--- config.mk ---
export PLATFORM = sky130hd
export DESIGN_NAME = ps2_rx_frame_ctrl
export DESIGN_NICKNAME = d
export VERILOG_FILES = /design/src/rtl/ps2_rx_frame_ctrl.sv
export SDC_FILE = /design/constraint.sdc
export NUM_CORES = 1
export LEC_CHECK = 0
export ABC_CLOCK_PERIOD_IN_PS = 2050
export CAP_MARGIN = 20
export CORE_MARGIN = 2
export CORE_UTILIZATION = 54
export CTS_CLUSTER_SIZE = 14
export DETAILED_ROUTE_END_ITERATION = 12
export GPL_TIMING_DRIVEN = 0
export PLACE_DENSITY = 0.78
export SLEW_MARGIN = 5
export SYNTH_ARGS = -nofsm -noshare
export SYNTH_HDL_FRONTEND = slang
export SYNTH_SLANG_ARGS = --single-unit
--- constraint.sdc ---
create_clock -name clk -period 2.05 [get_ports clk]
set_input_delay 0.41 -clock clk [delete_from_list [all_inputs] [get_ports clk]]
set_output_delay 0.41 -clock clk [all_outputs]
set_load 0.03 [all_outputs]
--- src/rtl/ps2_rx_frame_ctrl.sv ---
// ============================================================================
// ps2_rx_frame_ctrl
// ----------------------------------------------------------------------------
// Receive-side frame controller for a PS/2 keyboard port.
//  - Synchronises the asynchronous ps2_clk / ps2_data pins and filters ps2_clk
//    so that a level change is accepted only after FILT_LEN identical samples.
//  - A 1->0 transition of the filtered clock (fall_evt) advances an 11-bit frame
//    sequencer: start(0), 8 data bits LSB-first, odd parity, stop(1).
//  - Good bytes are handed over a valid/ready handshake; bad or lost frames
//    raise one-cycle error pulses.
//
// Optional feature (compile-time macro): PS2_RX_TIMEOUT_EN
//  When defined, a frame that sees no clock edge for TIMEOUT_CYC cycles is
//  aborted with a frame_err pulse. When undefined the sequencer waits forever.
//
// Ports:
//  clk        in   system clock
//  rst_n      in   asynchronous active-low reset
//  ps2_clk    in   raw PS/2 clock pin (asynchronous)
//  ps2_data   in   raw PS/2 data pin (asynchronous)
//  rx_data    out  received byte, stable while rx_valid=1
//  rx_valid   out  byte available, held until rx_valid & rx_ready
//  rx_ready   in   consumer accepts the byte
//  parity_err out  1-cycle pulse: parity mismatch, frame dropped
//  frame_err  out  1-cycle pulse: stop bit 0 (or timeout), frame dropped
//  overrun    out  1-cycle pulse: good frame lost, holding register full
//  busy       out  1 while a frame is in progress
// ============================================================================
module ps2_rx_frame_ctrl #(
    parameter int SYNC_STAGES = 2,
    parameter int FILT_LEN    = 4,
    parameter int TIMEOUT_CYC = 5000
) (
    input  logic       clk,
    input  logic       rst_n,
    input  logic       ps2_clk,
    input  logic       ps2_data,
    output logic [7:0] rx_data,
    output logic       rx_valid,
    input  logic       rx_ready,
    output logic       parity_err,
    output logic       frame_err,
    output logic       overrun,
    output logic       busy
);

    if (SYNC_STAGES < 2 || FILT_LEN < 1 || TIMEOUT_CYC < 1) begin : g_bad_param
        $error("ps2_rx_frame_ctrl: illegal parameter value");
    end

    localparam int FCW = $clog2(FILT_LEN + 1);

    typedef enum logic [1:0] {S_IDLE, S_DATA, S_PARITY, S_STOP} state_t;

    // Odd parity: ones in data plus parity bit must be odd.
    function automatic logic parity_ok(input logic [7:0] d, input logic p);
        return ^{d, p};
    endfunction

    logic [SYNC_STAGES-1:0] clk_sync_p0;
    logic [SYNC_STAGES-1:0] data_sync_p0;
    logic                   clk_s;
    logic                   data_s;
    logic                   clk_filt_p1;
    logic [FCW-1:0]         filt_cnt;
    logic                   fall_evt;
    state_t                 state;
    logic [2:0]             bit_cnt;
    logic [7:0]             sr;
    logic                   par_bit;

    // ---- stage p0: input synchronisers, preset to bus-idle high ----
    always_ff @(posedge clk or negedge rst_n) begin
        if (!rst_n) begin
            clk_sync_p0  <= '1;
            data_sync_p0 <= '1;
        end else begin
            clk_sync_p0  <= {clk_sync_p0[SYNC_STAGES-2:0], ps2_clk};
            data_sync_p0 <= {data_sync_p0[SYNC_STAGES-2:0], ps2_data};
        end
    end

    assign clk_s  = clk_sync_p0[SYNC_STAGES-1];
    assign data_s = data_sync_p0[SYNC_STAGES-1];

    // ---- stage p1: glitch filter and falling-edge event ----
    // The counter tracks how many consecutive samples disagree with the
    // filtered level; the level flips on the FILT_LEN-th disagreeing sample,
    // which also fires fall_evt in the same edge when the old level was 1.
    always_ff @(posedge clk or negedge rst_n) begin
        if (!rst_n) begin
            clk_filt_p1 <= 1'b1;
            filt_cnt    <= '0;
            fall_evt    <= 1'b0;
        end else begin
            fall_evt <= 1'b0;
            if (clk_s != clk_filt_p1) begin
                if (filt_cnt == FCW'(FILT_LEN - 1)) begin
                    clk_filt_p1 <= clk_s;
                    filt_cnt    <= '0;
                    fall_evt    <= clk_filt_p1;
                end else begin
                    filt_cnt <= filt_cnt + 1'b1;
                end
            end else begin
                filt_cnt <= '0;
            end
        end
    end

`ifdef PS2_RX_TIMEOUT_EN
    localparam int TCW = $clog2(TIMEOUT_CYC + 1);
    logic [TCW-1:0] tmo_cnt;
`endif

    // ---- stage p2: frame sequencer, delivery and error reporting ----
    always_ff @(posedge clk or negedge rst_n) begin
        if (!rst_n) begin
            state      <= S_IDLE;
            bit_cnt    <= '0;
            sr         <= '0;
            par_bit    <= 1'b0;
            rx_data    <= '0;
            rx_valid   <= 1'b0;
            parity_err <= 1'b0;
            frame_err  <= 1'b0;
            overrun    <= 1'b0;
`ifdef PS2_RX_TIMEOUT_EN
            tmo_cnt    <= '0;
`endif
        end else begin
            parity_err <= 1'b0;
            frame_err  <= 1'b0;
            overrun    <= 1'b0;
            if (rx_valid && rx_ready) begin
                rx_valid <= 1'b0;
            end

            if (fall_evt) begin
                case (state)
                    S_IDLE: begin
                        // A start bit reading 1 is a glitch; stay idle.
                        if (!data_s) begin
                            state   <= S_DATA;
                            bit_cnt <= '0;
                        end
                    end
                    S_DATA: begin
                        sr      <= {data_s, sr[7:1]};
                        bit_cnt <= bit_cnt + 3'd1;
                        if (bit_cnt == 3'd7) begin
                            state <= S_PARITY;
                        end
                    end
                    S_PARITY: begin
                        par_bit <= data_s;
                        state   <= S_STOP;
                    end
                    S_STOP: begin
                        state <= S_IDLE;
                        if (!data_s) begin
                            frame_err <= 1'b1;
                        end else if (!parity_ok(sr, par_bit)) begin
                            parity_err <= 1'b1;
                        end else if (!rx_valid || rx_ready) begin
                            // Slot is free, or is being emptied this very cycle.
                            rx_data  <= sr;
                            rx_valid <= 1'b1;
                        end else begin
                            overrun <= 1'b1;
                        end
                    end
                    default: state <= S_IDLE;
                endcase
            end

`ifdef PS2_RX_TIMEOUT_EN
            if (fall_evt || state == S_IDLE) begin
                tmo_cnt <= '0;
            end else if (tmo_cnt == TCW'(TIMEOUT_CYC - 1)) begin
                tmo_cnt   <= '0;
                state     <= S_IDLE;
                frame_err <= 1'b1;
            end else begin
                tmo_cnt <= tmo_cnt + 1'b1;
            end
`endif
        end
    end

    assign busy = (state != S_IDLE);

endmodule

==> run metrics <==
Syn-to-layout area delta 17.8%; Initial Util a little under three fifths; Post-synth top cells dfrtp_1, mux2_2, nand2_1, ha_1, xnor2_1; pwr/cell area between 700 and 800 nW/um2; ys flop type dfrtp_1; worst path bufs/invs 1; Mapped Cells ~110; finished layout cell area around 1800 um2; DRT Pass-1 Iters 4; FF+latch count, synth 35; overall power 0.00134 W; Crit path depth 6; post-synth top area cell dfrtp_1; worst r2r src sr[0]$_DFFE_PN0P_; Bufs on Longest Clock Path 2; peak supply drop 638 uV; sequential area share after synthesis 58.8%; CP startpoint sr[0]$_DFFE_PN0P_; first-pass GRT wire length approximately 3.9 mm; Die ar. 3220 um2; PortBufs 17; final setup TNS 0 ps; CTS Root Cell clkbuf_4; number of synthesized flops with an enable pin 0; Worst setup SP type flop; count leader, synth dfrtp_1; Slew @ Worst Pin 730 ps; worst-skew pair later-pin latency about 330 ps; Clock Sinks 35; unrepaired setup endpoints after global routing false; gp weighted congestion between 0.6 and 0.7; die span in y ~57 um; Fin. Hold Viols 0; CP Cell Sequence xnor2_1 -> xnor2_1 -> xnor3_1 -> and3_1 -> buf_6 -> mux2_4; critical path's slowest cell dfrtp_1; delay-heaviest family, CP XOR/XNOR gates; fin nets 145; Worst Path Required 2270 ps; Critical Path Sink Type flop; vias in the first global route roughly 900; routed vias between 800 and 900; pins over their slew limit 0; antenna violations before repair 0; DRC 0; Overall Global Routing Usage between 10% and 20%; Mapped Area between 1500 and 2000 um2; R2R Setup Slk around 100 ps; post-route clock skew around 13 ps; Slew HR approximately half; end of the critical path rx_data[2]$_DFFE_PN0P_; Top Ports 18; hpwl dp 1.59 mm; Syn Nets 120; htree depth 2; worst min path class input pin to asynchronous set/reset pin; peak per-stage delay on the critical path 410 ps; Via density 5.27; worst r2r path cells 6; Hold WS 134 ps; non-filler cells, final roughly 160; post-synth top area share 50.0%; CP dominant cell by count xnor2_1; antenna cell count 0; area post-placement approximately 1700 um2; DR WL/cell ~13 um; Crit Path Class flop to flop; crit path time final roughly 2000 ps; syn_area_per_cell around 14 um2; final wirelength approximately 2.2 mm; clk slew on worst S/H paths 100 ps; Core Box Area 2690 um2; FP Rows 19; async set-or-reset flop fraction in the synthesized netlist 100%; critical path arrival between 2000 and 2500 ps; share of post-route cells with drive strength above 1 approximately a quarter; Fmax 0.513 GHz; final period utilization between 90% and 100%; yosys warns 0; Leak ~0.86 nW; status finished clean; DRT antenna net count 0; global route total overflow 0; CTS buffer count 5; CTS tree yes; initial DRC count 11; dpl cells 155; Final setup viols 0; Netlist cell types 24; Die X 56.7 um; Max Cap Viol 0; synth top area cells dfrtp_1, dfstp_2, mux2_2; Critical R2R Capture rx_data[2]$_DFFE_PN0P_; largest net degree at the start of global routing 36; CP max FO 7
-- routing by layer --
metal | track usage [%] | part of all wire (%)
met3 | 5.30 | 4.5
met1 | 17.6 | 40
met4 | 9.97 | 2.0
met2 | 27.4 | 53
met5 | 0 | 0
-- power breakdown --
group	internal, W	switching [W]
sequential	0.000748	0.0000324
combinational	0.0000884	0.000112
clock	0.000159	0.000205
-- registers in the layout, summed over array words and instances, names as in the netlist --
signal and count:
clk_filt_p1 1, sr 8, fall_evt 1, bit_cnt 3
state 2, overrun 1, par_bit 1, rx_valid 1
rx_data 8, data_sync_p0 2, frame_err 1, filt_cnt 3
parity_err 1, clk_sync_p0 2
-- worst reg2reg max path, stage by stage (launching register included) --
cell and delay, ps:
dfrtp_1 410, xnor2_1 150, xnor2_1 260, xnor3_1 400
and3_1 170, buf_6 140, mux2_4 300
-- through the flow --
stage / utilization (%) / setup slack [ps]
final: 65.8 / 99.8
after global routing: 65.8 / 0.618
after CTS: 65.5 / 5.26
after detailed placement: 63.5 / 45.0
after global placement: 63.7 / -85.2
after floorplan: - / 189
-- worst min path at each step --
stage | startpoint | end | cells past startpoint
3_5_place_dp | data_sync_p0[0]$_DFF_PN1_ | data_sync_p0[1]$_DFF_PN1_ | 0
6_report | rst_n | rx_valid$_DFF_PN0_ | 1
2_1_floorplan | rst_n | bit_cnt[0]$_DFFE_PN0P_ | 0
3_3_place_gp | data_sync_p0[0]$_DFF_PN1_ | data_sync_p0[1]$_DFF_PN1_ | 0
4_1_cts | rst_n | par_bit$_DFFE_PN0P_ | 1
5_1_grt | rst_n | rx_valid$_DFF_PN0_ | 1
-- layout by cell type (no fill, tap or decap), types with 5 or more instances in the layout --
cell,n
inv_1,5
mux2_2,10
clkdlybuf4s50_1,15
clkbuf_4,5
dfstp_2,5
nand2_1,9
dfrtp_1,30
mux2_4,7
ha_1,8
xnor2_1,8
o21ai_0,6
-- final cells by class --
type | instances | area, um2
tap | 31 | 38.8
inverter | 5 | 18.8
timing repair buffer | 18 | 171
buffer | 1 | 11.3
sequential | 35 | 882
clock buffer | 6 | 51.3
multi-input combinational | 66 | 589
clock inverter | 1 | 5.00
fill | 207 | 918
-- kinds of logic (layout without fill, tap and decap cells) --
group / count (synthesis) / in the layout / share of synthesized area, %
XOR/XNOR: 9 / 9 / 6.17
AND/OR/NAND/NOR: 21 / 21 / 7.33
buffers and inverters: 6 / 31 / 2.00
multiplexers: 17 / 17 / 14.5
flip-flops: 35 / 35 / 58.8
adder cells (fa/ha/maj): 8 / 8 / 6.67
AO/OA/AOI/OAI: 11 / 11 / 4.58
-- timing repair --
action,in CTS,in global routing
endpoints found under the setup margin,1,8
hold buffers,0,0
setup buffers,0,1
gates resized for setup,1,1
pin swaps,0,1
hold endpoints to repair,0,0
Note: power is estimated with default switching activity, not from simulation.
